$ cat src/rtl/data_mem_initiator_pkg.sv
// Shared definitions for the CPU data-memory initiator: FSM encoding and the
// default block-RAM geometry/latency.
package data_mem_initiator_pkg;

    typedef enum logic [1:0] {
        StIdle   = 2'd0,
        StRdWait = 2'd1,
        StResp   = 2'd2
    } dmem_state_e;

    localparam int unsigned DMEM_ADDR_BITS  = 12;
    localparam int unsigned DMEM_RD_LATENCY = 1;

endpackage

$ cat src/rtl/data_mem_initiator.sv
// Data-memory initiator: turns CPU load/store requests into block-RAM accesses,
// waits out the RAM read latency and returns a valid/ready response.
module data_mem_initiator
    import data_mem_initiator_pkg::*;
#(
    parameter int unsigned ADDR_BITS  = DMEM_ADDR_BITS,
    parameter int unsigned RD_LATENCY = DMEM_RD_LATENCY
) (
    input  logic        Clock,
    input  logic        Reset_n,
    input  logic        Req_Valid,
    output logic        Req_Ready,
    input  logic        Req_Write,
    input  logic [31:0] Req_Addr,
    input  logic [31:0] Req_Data,
    output logic        Rsp_Valid,
    input  logic        Rsp_Ready,
    output logic [31:0] Rsp_Data,
    output logic        Rsp_Fault,
    output logic [29:0] Mem_Addr,
    output logic        Mem_En_W,
    output logic        Mem_En_R,
    output logic [31:0] Mem_Data_W,
    input  logic [31:0] Mem_Data_R
);

    localparam logic [1:0] CntInit = 2'(RD_LATENCY - 1);

    dmem_state_e state_q, state_d;
    logic [1:0]  cnt_q, cnt_d;
    logic [31:0] data_q, data_d;
    logic        fault_q, fault_d;
    logic        accept, addr_ok;

    assign Req_Ready = Reset_n & ((state_q == StIdle) | ((state_q == StResp) & Rsp_Ready));
    assign accept    = Req_Valid & Req_Ready;
    assign addr_ok   = (Req_Addr[1:0] == 2'b00) & (Req_Addr[31:ADDR_BITS+2] == '0);

    // Memory port follows the request directly; only the enables are qualified.
    assign Mem_Addr   = 30'(Req_Addr[ADDR_BITS+1:2]);
    assign Mem_Data_W = Req_Data;
    assign Mem_En_W   = accept & addr_ok & Req_Write;
    assign Mem_En_R   = accept & addr_ok & ~Req_Write;

    assign Rsp_Valid = (state_q == StResp);
    assign Rsp_Data  = data_q;
    assign Rsp_Fault = fault_q;

    always_comb begin
        state_d = state_q;
        cnt_d   = cnt_q;
        data_d  = data_q;
        fault_d = fault_q;
        case (state_q)
            StIdle, StResp: begin
                if (accept) begin
                    data_d  = '0;
                    fault_d = ~addr_ok;
                    if (addr_ok & ~Req_Write) begin
                        state_d = StRdWait;
                        cnt_d   = CntInit;
                    end else begin
                        state_d = StResp;
                    end
                end else if ((state_q == StResp) & Rsp_Ready) begin
                    state_d = StIdle;
                    data_d  = '0;
                    fault_d = 1'b0;
                end
            end
            StRdWait: begin
                if (cnt_q == 2'd0) begin
                    data_d  = Mem_Data_R;
                    state_d = StResp;
                end else begin
                    cnt_d = cnt_q - 2'd1;
                end
            end
            default: begin
                state_d = StIdle;
            end
        endcase
    end

    always_ff @(posedge Clock or negedge Reset_n) begin
        if (!Reset_n) begin
            state_q <= StIdle;
            cnt_q   <= '0;
            data_q  <= '0;
            fault_q <= 1'b0;
        end else begin
            state_q <= state_d;
            cnt_q   <= cnt_d;
            data_q  <= data_d;
            fault_q <= fault_d;
        end
    end

endmodule

$ cat config.mk
export PLATFORM = sky130hd
export DESIGN_NAME = data_mem_initiator
export DESIGN_NICKNAME = d
export VERILOG_FILES = /design/src/rtl/data_mem_initiator_pkg.sv /design/src/rtl/data_mem_initiator.sv
export SDC_FILE = /design/constraint.sdc
export NUM_CORES = 1
export LEC_CHECK = 0
export BUFFER_PORTS_ARGS = -buffer_cell sky130_fd_sc_hd__buf_2
export CORE_MARGIN = 4
export CORE_UTILIZATION = 42
export CTS_BUF_LIST = sky130_fd_sc_hd__clkbuf_4 sky130_fd_sc_hd__clkbuf_8
export CTS_CLUSTER_DIAMETER = 100
export CTS_CLUSTER_SIZE = 25
export DETAILED_ROUTE_END_ITERATION = 16
export PLACE_DENSITY = 0.88
export SYNTH_ARGS = -nofsm -noshare
export SYNTH_HDL_FRONTEND = slang
export SYNTH_SLANG_ARGS = --single-unit
$ cat constraint.sdc
create_clock -name Clock -period 3.2 [get_ports Clock]
set_clock_uncertainty 0.1 [all_clocks]
set_input_delay 0.96 -clock Clock [delete_from_list [all_inputs] [get_ports Clock]]
set_output_delay 0.96 -clock Clock [all_outputs]
set_load 0.01 [all_outputs]
==> reports/metrics.csv, run 1 <==
metric,value,unit
outcome,"finished, final reports clean",
hold crit path type,in -> async,
Reg2Reg Setup Slack,1.22,ns
share of cells above drive strength 1,37.8,%
initial antenna violation count,0,
VDD IR max,0.193,mV
top fanout value on the critical path,2,
final setup fails,0,
Yosys top cell by area,dfrtp_1,
WL final,4820,um
Avg Inst Size Synth,9.50,sq um
Routed Antenna Nets,0,
first-pass GRT wire length,7220,um
GR Layer Usage met1,12.9,%
DR WL/cell,13.3,um
largest net degree at the start of global routing,36,
final core occ,48.6,%
Placed Area,2390,sq um
Worst R2R Path Depth,5,
Critical Path RT,2.14,ns
Max-Cap Viols,0,
Mapped Cells,240,
Starting Density,44.1,%
Die Span Y,81.7,um
sequential area share after synthesis,40.6,%
"top cells by area, synth","dfrtp_1 41%, buf_4 20%, mux2i_1 14%, nand2_1 6.1%, inv_1 5.8%",
period utilization,95.3,%
Max Buffers Root-to-Sink,2,
die area,6670,sq um
core region area,5170,sq um
All-Layer GR Usage,14.2,%
relative slew slack,65.5,%
Root Driver,clkbuf_8,
# diodes,0,
grt total ovfl,0,
max-slew violations,0,
clk_lat worst skew,0.28,ns
RePlAce Congestion,0.771,
CP Data Arrival Time,1.99,ns
DR pass1 iterations,3,
PortBufs,93,
Leakage,1.42,nW
FF-to-FF Start,cnt_q[0],
Netlist cell types,28,
setup_tns,0,ns
Max Clock Freq,328,MHz
die width,81.7,um
H-Tree Depth,2,
DP HPWL,3900,um
hold_ws,0.400,ns
Period minus WS final,3.05,ns
RSZ-0062 raised after global routing,no,
Synth Register Bits,37,
busiest grt layer,met2,
"Hold-fix buffers, CTS",0,
crit path capture type,output pin,
Crit Path Class,in -> out,
Worst Setup Start Kind,input pin,
FP Rows,26,
Pwr Density,424,nW/um^2
Synth top area share,40.6,%
synthesis-to-finish area growth,10.1,%
fin nets,395,
number of top-level pins,200,
vias per cell,4.42,
GR Util met3,4.28,%
Synthesis Warnings,0,
met2 usage,28.5,%
Worst Max-Slew Pin Slew,0.516,ns
post-route insts no fill,364,
RR Endpoint,Rsp_Data[31],
Clock transition at path regs,0.07,ns
Worst setup startpoint,Req_Addr[18],
vias in the first global route,1641,
total CTS buffers,5,
DRT iter0 DRCs,19,
# DRC,0,
Post-Syn Area,2280,sq um
final hold vios,0,
Via Count,1609,
TritonCTS Sinks,37,
design area,2510,sq um
CTS tree,built,
placed insts,356,
-- worst max-delay path: stages --
cell	delay (ns)
buf_2	0.11
nor4_2	0.27
nand3_1	0.16
nor2_1	0.16
and4_1	0.20
buf_2	0.13
-- flip-flops by register name, indices dropped and copies added (netlist names) --
name,flops
state_q,2
Rsp_Data,32
cnt_q,2
Rsp_Fault,1
-- power by group --
group	total (W)	switching (W)	internal (W)
clock network	0.000411	0.000149	0.000262
registers	0.000493	0.00000947	0.000484
logic	0.000162	0.0000881	0.0000739
-- kinds of logic (layout without fill, tap and decap cells) --
group / count (synthesis) / count (layout) / share of synthesized area, %
buffers and inverters: 104 / 141 / 30.0
AND/OR/NAND/NOR: 58 / 58 / 12.3
flip-flops: 37 / 37 / 40.6
multiplexers: 32 / 32 / 14.0
AO/OA/AOI/OAI: 7 / 7 / 2.41
adder cells (fa/ha/maj): 1 / 1 / 0.548
other: 1 / 18 / 0.164
-- timing repair --
item | 4_1_cts | 5_1_grt
setup endpoints to repair | 0 | 1
gates resized for setup | 0 | 1
buffers inserted | 0 | 0
-- cell usage in the layout (no fill, tap or decap) --
cell type	n
a21oi_4	1
nand2_1	37
nand3b_1	1
o22ai_1	2
nor3_1	1
nand3_1	1
nor3b_1	1
nand2b_1	3
buf_2	93
nor3b_2	1
mux2i_1	32
a21oi_2	1
inv_1	35
o21ai_1	1
clkbuf_8	6
clkbuf_4	1
nor4_1	4
a21oi_1	1
a22oi_1	1
bufinv_16	1
nor4b_1	1
dfrtp_1	37
nor2b_1	3
or2b_1	1
nor2b_2	1
ha_1	1
and4_1	1
buf_4	5
conb_1	18
nor4_2	1
nor2_1	1
-- layer usage --
layer	wire length (um)	vias to the layer above
met5	0	-
met4	83	0
met3	473	12
met2	2650	97
met1	1610	732
li1	-	768
-- worst max-delay path by stage --
| stage | to | slack [ns] | cells after the start |
|---|---|---|---|
| 3_5_place_dp | Mem_En_W | 0.03 | 6 |
| 6_report | Mem_En_W | 0.15 | 6 |
| 3_3_place_gp | Mem_En_W | 0.06 | 6 |
| 5_1_grt | Mem_En_W | 0.04 | 6 |
| 4_1_cts | Mem_En_W | 0.04 | 6 |
| 2_1_floorplan | Mem_En_W | 0.40 | 4 |
-- final cells by class --
| type | instances | area [sq um] |
|---|---|---|
| well taps | 70 | 87.6 |
| clock inverters | 1 | 30.0 |
| inverters | 35 | 131 |
| flip-flops and latches | 37 | 926 |
| clock buffers | 7 | 90.1 |
| multi-input cells | 116 | 744 |
| fillers | 495 | 2660 |
| repair buffers | 98 | 503 |
-- stage by stage --
| stage | setup slack, ns | power (W) |
|---|---|---|
| 2_1_floorplan | 0.399 | 0.000688 |
| 3_3_place_gp | 0.0594 | 0.000660 |
| 3_5_place_dp | 0.0347 | 0.000666 |
| 4_1_cts | 0.0387 | 0.00109 |
| 5_1_grt | 0.0422 | 0.00113 |
| 6_report | 0.149 | 0.00107 |
-- cells in the mapped netlist --
library cell,instances
o22ai_1,2
nand2_1,37
nor2_1,1
nor3_1,1
buf_6,1
inv_1,35
nor4b_1,1
a21oi_1,1
buf_4,62
ha_1,1
buf_2,3
nand3_1,1
and4_1,1
conb_1,1
nor4_1,5
o21ai_1,1
or2b_1,1
buf_12,3
nand3b_1,1
nor2b_1,4
a21oi_2,1
nor3b_1,1
a22oi_1,1
nand2b_1,3
a21oi_4,1
mux2i_1,32
dfrtp_1,37
nor3b_2,1
Note: power is estimated with default switching activity, not from simulation.
==> run 2, diff against run 1 <==
Clock period 3.2 ns to 3.8 ns, I/O delays scaled along.
==> run 2 against run 1 <==
Effect of this change:
- sequential power decreased by 16%
- clock power decreased by 30%
- sequential share of layout area increased by 0.67 points
- first-iteration DRC count increased by 79%
- cell count decreased by 0.55%
- global-route usage about the same
- critical path depth unchanged
- total power decreased by 21%
- non-clock buffer count decreased by 2
- sequential cell count unchanged
- highest routed layer unchanged
==> reports/metrics.csv, run 2 (same netlist as run 1, synthesis figures left out) <==
metric,value,unit
outcome,"finished, final reports clean",
"Hold-fix buffers, CTS",0,
grt total ovfl,0,
# diodes,0,
crit path capture type,output pin,
Die Span Y,81.7,um
TritonCTS Sinks,37,
Max Buffers Root-to-Sink,2,
die width,81.7,um
DRT iter0 DRCs,34,
Max-Cap Viols,0,
"most used cell, CP",buf_2,
initial antenna violation count,0,
vias in the first global route,1593,
RePlAce Congestion,0.848,
Routed Antenna Nets,0,
Pwr Density,340,nW/um^2
CP max stage cell,nor4_1,
crit-path max cell delay,0.32,ns
max-slew violations,0,
CTS tree,built,
WL final,4820,um
hold crit path type,reg -> reg,
top fanout value on the critical path,3,
Crit Path Class,in -> out,
hold_ws,0.418,ns
VDD IR max,0.128,mV
CP Data Arrival Time,2.27,ns
number of top-level pins,200,
Max Clock Freq,285,MHz
Root Driver,clkbuf_8,
Worst Max-Slew Pin Slew,0.558,ns
crit path buf inv count,2,
setup_tns,0,ns
DP HPWL,3780,um
core region area,5170,sq um
# DRC,0,
FP Rows,26,
RSZ-0062 raised after global routing,no,
PostCTS Resize Cnt,0,
DR WL/cell,13.3,um
die area,6670,sq um
post-route insts no fill,362,
share of cells above drive strength 1,37.0,%
"commonest non-fill, non-tap cell in the layout",buf_2,
synthesis-to-finish area growth,8.17,%
pre-CTS worst setup slack,0.222,ns
DR pass1 iterations,4,
number of flip-flops under the largest register name,32,
critical path's top delay family,simple AND/OR/NAND/NOR gates,
vias per cell,4.50,
PortBufs,93,
slack of the critical path,0.292,ns
placed insts,354,
total CTS buffers,5,
largest net degree at the start of global routing,36,
fin nets,393,
first-pass GRT wire length,7130,um
most frequent cells in the layout,"93 x buf_2, 37 x dfrtp_1, 37 x nand2_1",
relative slew slack,62.8,%
Worst Setup Start Kind,input pin,
worst-path cell chain,"buf_2, nor4_1, nand3_1, nor2_1, and4_1, buf_2",
final setup fails,0,
final hold vios,0,
H-Tree Depth,2,
Via Count,1629,
Clock transition at path regs,0.07,ns
Critical Path RT,2.56,ns
period utilization,92.3,%
Period minus WS final,3.51,ns
Starting Density,44.1,%
All-Layer GR Usage,14.1,%
clk_lat worst skew,0.28,ns
Leakage,1.40,nW
postcts setup bufs,0,
## run 2: cell count changes in the layout (fill, tap and decap cells not counted), sizes merged
cell / previous run / this run
bufinv: 1 / 0
clkinv: 0 / 2
clkbuf: 7 / 6
buf: 98 / 96
## run 2: per-layer routing
layer / GRT usage (%) / part of all wire (%) / vias to the layer above
li1: - / - / 763
met1: 13.6 / 34 / 732
met2: 26.7 / 52 / 117
met3: 4.82 / 12 / 17
met4: 6.81 / 2.5 / 0
met5: 0 / 0 / -
## run 2: stage by stage
stage | cell area [sq um] | utilization (%) | total power (W)
detailed placement | 2370 | 45.8 | 0.000561
floorplan | 2340 | - | 0.000579
CTS | 2470 | 47.7 | 0.000853
finish | 2470 | 47.7 | 0.000838
global placement | 2370 | 45.8 | 0.000557
global route | 2470 | 47.7 | 0.000892
## run 2: tightest hold or removal path, cell delays in order, from the launching register on
cell	delay [ns]
dfrtp_1	0.38
inv_1	0.05
mux2i_1	0.05
## run 2: final cells by class
type | instances | area [sq um]
Fill cell | 485 | 2710
Sequential cell | 37 | 926
Multi-Input combinational cell | 116 | 738
Timing Repair Buffer | 96 | 488
Inverter | 35 | 131
Tap cell | 70 | 87.6
Clock buffer | 6 | 82.6
Clock inverter | 2 | 13.8
## run 2: final timing paths
kind,slack [ns],depth (start not counted),start,to
worst max register to register,2.08,5,cnt_q[0],Rsp_Data[10]
worst max-delay path,0.29,6,Req_Addr[18],Mem_En_W
worst min register to register,0.42,2,Rsp_Data[14],Rsp_Data[14]
max in group asynchronous,2.38,2,Reset_n,Rsp_Data[1]
worst min-delay path,0.42,2,Rsp_Data[14],Rsp_Data[14]
min in group asynchronous,0.57,1,Reset_n,cnt_q[0]
## run 2: report_power, final
part           leakage, nW  switching (W)  internal (W)
registers            0.510     0.00000774      0.000407
logic                0.836      0.0000749     0.0000623
clock network       0.0512       0.000139      0.000147
==> run 3, diff against run 2 <==
Settings changed: CELL_PAD_IN_SITES_DETAIL_PLACEMENT set to 0, CELL_PAD_IN_SITES_GLOBAL_PLACEMENT set to 1, CORE_UTILIZATION 42 to 28, PLACE_DENSITY 0.88 to unset, PLACE_DENSITY_LB_ADDON set to 0.1.
==> run 3 against run 2 <==
Effect of this change:
- non-clock buffer count did not move
- global-route usage fell by 4.1 points
- total power rose by 9.2%
- routed wire length rose by 1.1%
- die area rose by 45%
- fmax rose by 1.9%
- sequential power barely moved
- sequential cell count did not move
- critical path type unchanged
- cell count rose by 8.8%
==> reports/metrics.csv, run 3 (same netlist as run 1, synthesis figures left out) <==
metric,value,unit
final setup fails,0,
Max Buffers Root-to-Sink,2,
max-slew violations,0,
fin nets,393,
VDD IR max,0.155,mV
number of top-level pins,200,
clk_lat worst skew,0.28,ns
CTS tree,built,
share of cells above drive strength 1,37.0,%
initial antenna violation count,0,
vias per cell,3.97,
"commonest non-fill, non-tap cell in the layout",buf_2,
"Hold-fix buffers, CTS",0,
RSZ-0062 raised after global routing,no,
Crit Path Class,in -> out,
final hold vios,0,
Routed Antenna Nets,0,
core region area,7810,sq um
crit path capture type,output pin,
DRT iter0 DRCs,17,
Worst setup startpoint,Req_Addr[26],
All-Layer GR Usage,10.0,%
hold_sp,Rsp_Data[25],
total CTS buffers,5,
period utilization,90.6,%
# diodes,0,
design area,2550,sq um
TritonCTS Sinks,37,
CP Data Arrival Time,2.20,ns
grt total ovfl,0,
Root Driver,clkbuf_8,
PortBufs,93,
Min-Delay Path Depth,2,
WL final,4870,um
DP HPWL,3640,um
Max Clock Freq,290,MHz
die width,98.3,um
PostCTS Resize Cnt,0,
Period minus WS final,3.44,ns
GR Layer Usage met1,12.5,%
number of flip-flops under the largest register name,32,
outcome,"finished, final reports clean",
RePlAce Congestion,0.753,
Placed Area,2430,sq um
Leakage,1.41,nW
post-route insts no fill,394,
Worst Max-Slew Pin Slew,0.712,ns
Die Span Y,98.3,um
largest net degree at the start of global routing,36,
placed insts,386,
DR pass1 iterations,4,
FF-to-FF Start,state_q[1],
setup_tns,0,ns
Layout fillers,850,
hold crit path type,reg -> reg,
busiest grt layer,met2,
Worst R2R Path Depth,5,
Critical Path RT,2.56,ns
postcts setup bufs,0,
top fanout value on the critical path,3,
Clock transition at path regs,0.07,ns
first-pass GRT wire length,7850,um
vias in the first global route,1633,
GR Util met3,4.21,%
most frequent cells in the layout,"93 x buf_2, 37 x dfrtp_1, 37 x nand2_1",
RR Endpoint,Rsp_Data[0],
DR WL/cell,12.4,um
Max-Cap Viols,0,
Worst Setup Start Kind,input pin,
Via Count,1564,
Reg2Reg Setup Slack,1.89,ns
Pwr Density,359,nW/um^2
H-Tree Depth,2,
relative slew slack,52.5,%
die area,9650,sq um
# DRC,0,
synthesis-to-finish area growth,11.7,%
hold endpoint,Rsp_Data[25],
FP Rows,32,
Total Power,0.000915,W
met2 usage,15.6,%
Starting Density,29.2,%
-- run 3: critical path, stage by stage --
cell	delay, ns
buf_2	0.09
nor4_1	0.26
nand3_1	0.16
nor2_1	0.21
and4_1	0.21
buf_2	0.12
-- run 3: metrics by stage --
| step | util (%) | hold slack [ns] | setup WS (ns) |
|---|---|---|---|
| 2_1_floorplan | - | 0.393 | 0.639 |
| 5_1_grt | 32.6 | 0.445 | 0.241 |
| 6_report | 32.6 | 0.418 | 0.358 |
| 3_5_place_dp | 31.1 | 0.410 | 0.342 |
| 3_3_place_gp | 31.1 | 0.406 | 0.330 |
| 4_1_cts | 32.6 | 0.421 | 0.338 |
-- run 3: where the power goes --
group	switching, W	internal, W	leakage, nW	total (W)
logic	0.0000761	0.0000652	0.841	0.000141
registers	0.00000748	0.000407	0.510	0.000415
clock network	0.000138	0.000221	0.0619	0.000359
total	0.000221	0.000694	1.41	0.000915
-- run 3: worst max-delay path by stage --
| stage | end | slack (ns) | cells past startpoint |
|---|---|---|---|
| after floorplan | Mem_En_W | 0.64 | 4 |
| after global placement | Mem_En_W | 0.33 | 6 |
| after detailed placement | Mem_En_W | 0.34 | 6 |
| after CTS | Mem_En_W | 0.34 | 6 |
| after global routing | Mem_En_W | 0.24 | 6 |
| final | Mem_En_W | 0.36 | 6 |
-- run 3: routing by layer --
| layer | vias up | wire [um] |
|---|---|---|
| met1 | 698 | 2130 |
| met2 | 90 | 2140 |
| met4 | 0 | 75 |
| li1 | 764 | - |
| met5 | - | 0 |
| met3 | 12 | 528 |
-- run 3: cell type report --
type | count | area, sq um | area share (%)
well taps | 102 | 128 | 5.01
clock buffers | 7 | 90.1 | 3.53
flip-flops and latches | 37 | 926 | 36.3
clock inverters | 1 | 30.0 | 1.18
multi-input cells | 116 | 743 | 29.2
inverters | 35 | 131 | 5.15
repair buffers | 96 | 500 | 19.6
